File: src/rtl/seg7_scan_ctrl.sv
// seg7_scan_ctrl: time-multiplexed common-anode 7-segment scan controller.
// One shared BCD decoder is fed one digit at a time.  An all-dark guard
// interval separates digits to suppress ghosting.  Display data is double
// buffered: loads land in a shadow buffer and are committed to the active
// buffer only at frame boundaries, so a frame never mixes old and new digits.
//
// Handshake: load is a plain write strobe with an implicit ready of 1.  Every
// clk edge with load=1 is accepted, and the last write before a frame
// boundary wins.
module seg7_scan_ctrl #(
    parameter int NUM_DIGITS = 4,
    parameter int ON_CYC     = 100000,
    parameter int GUARD_CYC  = 1000
) (
    input  logic                    clk,
    input  logic                    reset,
    input  logic                    load,
    input  logic [4*NUM_DIGITS-1:0] din,
    input  logic [NUM_DIGITS-1:0]   dp_in,
    input  logic                    blank_lz,
    output logic [3:0]              bcd_out,
    output logic [NUM_DIGITS-1:0]   an,
    output logic                    dp,
    output logic                    pending,
    output logic                    frame_done,
    output logic [0:0]              dbg_state
);

    localparam int MAX_CYC = (ON_CYC > GUARD_CYC) ? ON_CYC : GUARD_CYC;
    localparam int CW      = (MAX_CYC > 1) ? $clog2(MAX_CYC) : 1;
    localparam int IW      = (NUM_DIGITS > 1) ? $clog2(NUM_DIGITS) : 1;

    localparam logic [0:0] ST_ON    = 1'b0;
    localparam logic [0:0] ST_GUARD = 1'b1;

    localparam logic [CW-1:0] ON_LAST    = CW'(ON_CYC - 1);
    localparam logic [CW-1:0] GUARD_LAST = CW'(GUARD_CYC - 1);
    localparam logic [IW-1:0] IDX_LAST   = IW'(NUM_DIGITS - 1);

    logic [NUM_DIGITS-1:0][3:0] shadow_nib;
    logic [NUM_DIGITS-1:0][3:0] active_nib;
    logic [NUM_DIGITS-1:0]      shadow_dp;
    logic [NUM_DIGITS-1:0]      active_dp;

    logic [0:0]    state;
    logic [IW-1:0] idx;
    logic [CW-1:0] cnt;

    logic                  on_done;
    logic                  guard_done;
    logic                  boundary;
    logic                  commit;
    logic [NUM_DIGITS-1:0] blank;
    logic                  zero_above;

    assign on_done    = (state == ST_ON) && (cnt == ON_LAST);
    assign guard_done = (state == ST_GUARD) && (cnt == GUARD_LAST);
    // The frame starts on the guard-to-on step that wraps back to digit 0.
    assign boundary   = guard_done && (idx == IDX_LAST);
    assign commit     = boundary && pending;
    assign dbg_state  = state;

    // Scan sequencer: alternate ON and GUARD, and advance the digit after each guard.
    always_ff @(posedge clk or posedge reset) begin
        if (reset) begin
            state      <= ST_GUARD;
            idx        <= IDX_LAST;
            cnt        <= '0;
            frame_done <= 1'b0;
        end else begin
            frame_done <= boundary;
            if (state == ST_ON) begin
                if (on_done) begin
                    state <= ST_GUARD;
                    cnt   <= '0;
                end else begin
                    cnt <= cnt + 1'b1;
                end
            end else begin
                if (guard_done) begin
                    state <= ST_ON;
                    cnt   <= '0;
                    idx   <= (idx == IDX_LAST) ? '0 : idx + 1'b1;
                end else begin
                    cnt <= cnt + 1'b1;
                end
            end
        end
    end

    // Double buffer: load writes the shadow, and the frame boundary copies shadow to active.
    // On a simultaneous load and commit, active takes the old shadow and the
    // new data stays pending until the next boundary.
    always_ff @(posedge clk or posedge reset) begin
        if (reset) begin
            shadow_nib <= '0;
            shadow_dp  <= '0;
            active_nib <= '0;
            active_dp  <= '0;
            pending    <= 1'b0;
        end else begin
            if (commit) begin
                active_nib <= shadow_nib;
                active_dp  <= shadow_dp;
            end
            if (load) begin
                shadow_nib <= din;
                shadow_dp  <= dp_in;
                pending    <= 1'b1;
            end else if (commit) begin
                pending <= 1'b0;
            end
        end
    end

    // Leading-zero blanking: digit i>=1 is blanked when it and every digit above it are zero.
    always_comb begin
        zero_above = 1'b1;
        blank      = '0;
        for (int i = NUM_DIGITS - 1; i >= 1; i--) begin
            zero_above = zero_above && (active_nib[i] == 4'd0);
            blank[i]   = blank_lz && zero_above;
        end
    end

    // Output decode from registered state only, so there is no extra pipeline stage.
    always_comb begin
        an      = '1;
        dp      = 1'b1;
        bcd_out = active_nib[idx];
        if ((state == ST_ON) && !blank[idx]) begin
            an[idx] = 1'b0;
            dp      = ~active_dp[idx];
        end
    end

endmodule
File: config.mk
export PLATFORM = sky130hd
export DESIGN_NAME = seg7_scan_ctrl
export DESIGN_NICKNAME = d
export VERILOG_FILES = /design/src/rtl/seg7_scan_ctrl.sv
export SDC_FILE = /design/constraint.sdc
export NUM_CORES = 1
export LEC_CHECK = 0
export CAP_MARGIN = 30
export CORE_MARGIN = 4
export CORE_UTILIZATION = 59
export CTS_CLUSTER_SIZE = 14
export DETAILED_ROUTE_END_ITERATION = 10
export PLACE_DENSITY = 0.84
export SETUP_SLACK_MARGIN = 0.5
export SLEW_MARGIN = 20
export SYNTH_ARGS = -nofsm -noshare
export SYNTH_HDL_FRONTEND = slang
export SYNTH_SLANG_ARGS = --single-unit
export TNS_END_PERCENT = 20
File: constraint.sdc
create_clock -name clk -period 5.59 [get_ports clk]
set_clock_uncertainty 0.15 [all_clocks]
set_input_delay 1.118 -clock clk [delete_from_list [all_inputs] [get_ports clk]]
set_output_delay 1.118 -clock clk [all_outputs]
set_load 0.05 [all_outputs]
==> results of run 1 <==
[where the power goes]
part,total (mW),switching [mW],internal [mW]
Combinational,0.0446,0.0164,0.0282
Clock,0.454,0.167,0.287
Sequential,0.471,0.00773,0.463
Total,0.970,0.191,0.779
[cells in the final DEF (no fill, tap or decap), drive strengths merged, types with 2 or more instances in the layout]
cell           instances
nor4                   4
inv                    6
buf                    2
dfrtp                 59
xnor2                 13
o21ai                  2
clkbuf                13
nand3                 12
dfstp                  3
nor2                  18
clkdlybuf4s50         35
nand4                  5
mux2                  41
mux4                   5
ha                     5
bufinv                 2
xor2                   2
or4                    4
or4b                   3
nand2                  9
nor3                   5
[layout make-up]
type	count	area, um2
flip-flops and latches	62	1560
clock buffers	13	169
repair buffers	37	373
clock inverters	3	65.1
fillers	299	1070
well taps	52	65.1
multi-input cells	136	1160
inverters	6	22.5
[per-layer routing]
metal / track usage, % / wire length, um
met5: 0 / 0
met4: 9.78 / 95
met1: 25.5 / 2340
met3: 6.44 / 298
met2: 28.5 / 2310
[cell families after synthesis]
logic type | count (synthesis) | share of synthesized area, %
AND/OR/NAND/NOR | 64 | 12.4
adder cells (fa/ha/maj) | 5 | 2.23
XOR/XNOR | 15 | 4.68
AO/OA/AOI/OAI | 6 | 1.34
buffers and inverters | 15 | 3.34
multiplexers | 46 | 20.6
flip-flops | 62 | 55.4
[worst paths after layout]
kind	start	end	slack (ps)
min in group asynchronous	reset	active_nib[13]	1160
worst min-delay path	cnt[0]	cnt[0]	340
max in group asynchronous	reset	frame_done	3640
worst max register to register	cnt[10]	active_nib[7]	2870
worst max-delay path	idx[0]	an[0]	1310
worst min register to register	cnt[0]	cnt[0]	340
[state kept, by name (all words and copies together) (netlist names)]
register / flops
active_dp: 4
idx: 2
pending: 1
dbg_state: 1
shadow_dp: 4
active_nib: 16
shadow_nib: 16
frame_done: 1
cnt: 17
[metrics by stage]
| step | cell area, um2 | utilization (%) | worst slack (ps) | hold slack (ps) | total power [mW] |
|---|---|---|---|---|---|
| floorplan | 2810 | - | 2150 | 305 | 0.500 |
| global placement | 3160 | 70.6 | 1600 | 323 | 0.522 |
| detailed placement | 3160 | 70.6 | 1530 | 335 | 0.524 |
| CTS | 3390 | 75.8 | 1290 | 343 | 0.980 |
| global route | 3410 | 76.1 | 1150 | 368 | 1.01 |
| finish | 3410 | 76.1 | 1310 | 339 | 0.970 |
[worst register-to-register path: stages, from the launching register on]
cell and delay, ps:
dfrtp_1 420, or4b_1 530, or4_4 590, nor2_4 500, mux2_2 420
==> results.py, run 1 <==
metrics = {
    "clock_network": {
        "cts_tree": "done",
        "cts.path.max_buffers": 2,
        "insertion_delay_ps": 340,
        "postCtsSetupRepairBufs": 0,
        "htreeDepth": 3,
        "ctsResizeCount": 0,
        "ctsHoldBuffers": 0,
        "path_clk_slew_ps": 70,
        "cts-root-buf": "clkbuf_8",
        "cts_sinks": 62,
        "cts_made_buffers": 9,
    },
    "timing": {
        "relSlewSlack_pct": 41.0,
        "finalCritPeriodShare_pct": 76.5,
        "finalSetupTns_ps": 0,
        "min_period_ps": 4280,
        "setup_viol": 0,
        "final-hold-violation-count": 0,
        "tightest_slew_ps": 885,
        "drv_slew": 0,
        "rsz0062_at_grt": "no",
        "fmax_mhz": 234,
    },
    "worst_setup_path": {
        "end_kind": "output pin",
        "path_buf_inv": 1,
        "crit_chain": "or4b_2, nor3_1, o211ai_1, nand3_1, clkdlybuf4s50_1",
        "crit_type": "flop to output pin",
        "ff2ff_path_depth": 4,
        "critical-path-slowest-cell": "clkdlybuf4s50_1",
        "critPathMaxFanout": 11,
        "start_kind": "flop",
        "cp.required_ps": 4320,
        "critPathTopFamily": "simple AND/OR/NAND/NOR gates",
        "path_depth": 5,
        "arrival_ps": 3010,
        "slowest_delay_ps": 810,
    },
    "placement": {
        "portBuffers": 35,
        "dp.cells": 292,
        "dp_hpwl_mm": 3.38,
        "gp_congestion": 0.840,
    },
    "synth": {
        "post_synth_instance_area_um2": 2810,
        "synth-main-ff-cell": "dfrtp_1",
        "synth.distinct_cells": 35,
        "synth-seq-cells": 62,
        "syn_nets": 242,
        "ys_seq_area_share_pct": 55.4,
        "synthTopCellsByCount": "dfrtp_1, mux2_2, nor2_1",
        "synth_cells": 213,
        "synth_top_area_share_pct": 52.6,
        "avgSynthCellArea_um2": 13.2,
        "yosysTopAreaCell": "dfrtp_1",
        "yosysMostFrequentCell": "dfrtp_1",
        "ys_warn_count": 0,
        "synth_area_leaders": "dfrtp_1, mux2_2, xnor2_1",
        "synth_edf_count": 0,
        "synthArstFlopShare_pct": 100,
    },
    "detailed_routing": {
        "ant_nets": 0,
        "drt_iter0_drc": 112,
        "vias": 1779,
        "drc": 0,
        "routed_wl_mm": 5.05,
        "vias_per_cell": 5.76,
        "route.detailed.wl_per_inst_um": 16.3,
        "dr.pass1.iters": 4,
    },
    "min_path": {
        "hp-class": "flop to flop",
        "min_path_cells": 1,
    },
    "flow_run": {
        "max-cap-violations": 0,
    },
    "final_layout": {
        "nNetsFinal": 281,
        "finalNonFillerCells": 309,
        "drive_gt1_share_pct": 28.0,
        "area_growth_pct": 21.4,
        "antenna_cells": 0,
    },
    "global_routing": {
        "grt_pass1_vias": 1816,
        "grt_overflow_total": 0,
        "gr-usage-all-layers_pct": 19.3,
        "grt_max_degree": 63,
        "antenna_found_initial": 0,
        "grt_pass1_wl_mm": 8.82,
    },
    "power": {
        "ir_drop_v": 0.000173,
        "leakagePower_nw": 1.47,
        "p_per_area_nw_per_um2": 285,
    },
    "status": {
        "outcome": "complete, no violations",
    },
    "die": {
        "coreArea_um2": 4470,
        "dieArea_um2": 5920,
        "die_y_um": 77.0,
        "start_util_pct": 62.7,
        "ios": 36,
        "dieWidth_um": 77.0,
        "rows": 24,
    },
}
Note: power is estimated with default switching activity, not from simulation.
==> inputs of run 2 (changes only) <==
--- a/config.mk
+++ b/config.mk
@@ -7,10 +7,10 @@
 export LEC_CHECK = 0
 export CAP_MARGIN = 30
 export CORE_MARGIN = 4
-export CORE_UTILIZATION = 59
+export CORE_UTILIZATION = 55
 export CTS_CLUSTER_SIZE = 14
 export DETAILED_ROUTE_END_ITERATION = 10
-export PLACE_DENSITY = 0.84
+export PLACE_DENSITY = 0.79
 export SETUP_SLACK_MARGIN = 0.5
 export SLEW_MARGIN = 20
 export SYNTH_ARGS = -nofsm -noshare
==> constraint.sdc (replaced) <==
create_clock -name clk -period 4.37 [get_ports clk]
set_clock_uncertainty 0.15 [all_clocks]
set_input_delay 0.874 -clock clk [delete_from_list [all_inputs] [get_ports clk]]
set_output_delay 0.874 -clock clk [all_outputs]
set_load 0.05 [all_outputs]
==> run 2 against run 1 <==
Net effect: die area rose by 6.5%; final area fell by 1.1%; register-to-register slack got worse by 1300 ps; highest routed layer unchanged; cell count rose by 5.2%.
==> results.py, run 2 (synthesis gave the netlist of run 1 again) <==
metrics = {
    "die": {
        "rows": 25,
        "ios": 36,
        "dieArea_um2": 6310,
        "start_util_pct": 58.2,
        "coreArea_um2": 4820,
        "die_y_um": 79.4,
        "dieWidth_um": 79.4,
    },
    "worst_setup_path": {
        "regToRegSetupSlack_ps": 1620,
        "r2r_start": "cnt[10]",
        "crit_chain": "or4b_2, nor3_1, o211ai_1, nand3_1, clkdlybuf4s50_1",
        "critical-path-slowest-cell": "clkdlybuf4s50_1",
        "cp.required_ps": 3350,
        "arrival_ps": 2950,
        "path_buf_inv": 1,
        "r2r-end": "active_nib[4]",
        "crit_type": "flop to output pin",
        "ff2ff_path_depth": 4,
        "critPathMaxFanout": 11,
        "end_kind": "output pin",
        "critPathTopFamily": "simple AND/OR/NAND/NOR gates",
        "cp-startpoint": "idx[0]",
        "start_kind": "flop",
        "slowest_delay_ps": 810,
    },
    "final_layout": {
        "register_area_um2": 1560,
        "nNetsFinal": 282,
        "multi_input_area_um2": 1160,
        "reg_top3": "cnt (17), active_nib (16), shadow_nib (16)",
        "antenna_cells": 0,
        "final_common_cell": "dfrtp_1",
        "n_fill_cell": 367,
        "largest_register": "cnt",
        "area_growth_pct": 20.1,
        "postLayoutCoreUtil_pct": 69.9,
        "largest_reg_flops": 17,
        "final_cell_mix": "dfrtp_1, mux2_2, clkdlybuf4s50_1",
        "drive_gt1_share_pct": 26.7,
    },
    "clock_network": {
        "cts-root-buf": "clkbuf_8",
        "ctsHoldBuffers": 0,
        "cts_tree": "done",
        "cts_sinks": 62,
        "cts_made_buffers": 9,
        "insertion_delay_ps": 330,
        "htreeDepth": 3,
        "path_clk_slew_ps": 60,
        "cts.path.max_buffers": 2,
        "postCtsSetupRepairBufs": 0,
    },
    "global_routing": {
        "grt_pass1_wl_mm": 8.97,
        "grt_overflow_total": 0,
        "grt_max_degree": 30,
        "grt_pass1_vias": 1849,
        "antenna_found_initial": 0,
        "gr-usage-all-layers_pct": 19.1,
    },
    "timing": {
        "tightest_slew_ps": 921,
        "final-hold-violation-count": 0,
        "drv_slew": 0,
        "fmax_mhz": 252,
        "rsz0062_at_grt": "yes",
        "relSlewSlack_pct": 38.6,
        "setup_viol": 0,
        "finalSetupTns_ps": 0,
        "finalCritPeriodShare_pct": 91.0,
        "min_period_ps": 3970,
    },
    "detailed_routing": {
        "vias_per_cell": 5.53,
        "route.detailed.wl_per_inst_um": 16.0,
        "drt_iter0_drc": 117,
        "vias": 1798,
        "ant_nets": 0,
        "dr.pass1.iters": 4,
        "routed_wl_mm": 5.19,
        "drc": 0,
    },
    "power": {
        "p_per_area_nw_per_um2": 321,
        "leakagePower_nw": 1.44,
        "ir_drop_v": 0.000271,
    },
    "min_path": {
        "hp-class": "flop to flop",
        "hold_path_end": "cnt[12]",
        "hp-start": "cnt[12]",
        "min_path_cells": 1,
    },
    "placement": {
        "dp_hpwl_mm": 3.67,
        "portBuffers": 35,
        "gp_congestion": 0.858,
    },
    "status": {
        "outcome": "complete, no violations",
    },
    "flow_run": {
        "max-cap-violations": 0,
    },
}
## run 2: through the flow
| stage | power, mW | area [um2] | std cells | hold WS, ps | setup WS [ps] |
|---|---|---|---|---|---|
| final | 1.08 | 3370 | 325 | 348 | 395 |
| after global routing | 1.13 | 3370 | 325 | 363 | 287 |
| after CTS | 1.10 | 3360 | 324 | 349 | 370 |
| after detailed placement | 0.674 | 3200 | 308 | 335 | 722 |
| after global placement | 0.669 | 3180 | 307 | 326 | 794 |
| after floorplan | 0.639 | 2810 | 213 | 305 | 1170 |
## run 2: what timing repair did
action	4_1_cts	5_1_grt
setup endpoints to repair	5	4
pin swaps	0	0
cloned	0	0
hold endpoints to repair	0	0
resized for setup	1	1
## run 2: final cells by class
type,count,area share [%]
sequential,62,46.2
multi-input combinational,136,34.3
timing repair buffer,38,11.6
clock buffer,15,4.64
tap,67,2.49
inverter,6,0.668
clock inverter,1,0.149
## run 2: how the worst max path moves through the flow
stage | to | slack, ps | cells past startpoint
finish | dp | 400 | 5
global route | dp | 290 | 5
CTS | an[0] | 370 | 5
detailed placement | an[1] | 720 | 5
global placement | an[2] | 790 | 5
floorplan | dp | 1170 | 5
## run 2: power by group
group	internal (mW)	total (mW)	switching, mW
sequential	0.593	0.603	0.0102
combinational	0.0376	0.0595	0.0220
clock	0.222	0.418	0.196
total	0.852	1.08	0.228
## run 2: routing by layer
layer | part of all wire [%] | global-route usage [%] | vias up
li1 | - | - | 839
met4 | 1.6 | 7.73 | 0
met1 | 45 | 24.9 | 896
met5 | 0 | 0 | -
met2 | 48 | 29.5 | 53
met3 | 5.1 | 6.55 | 10
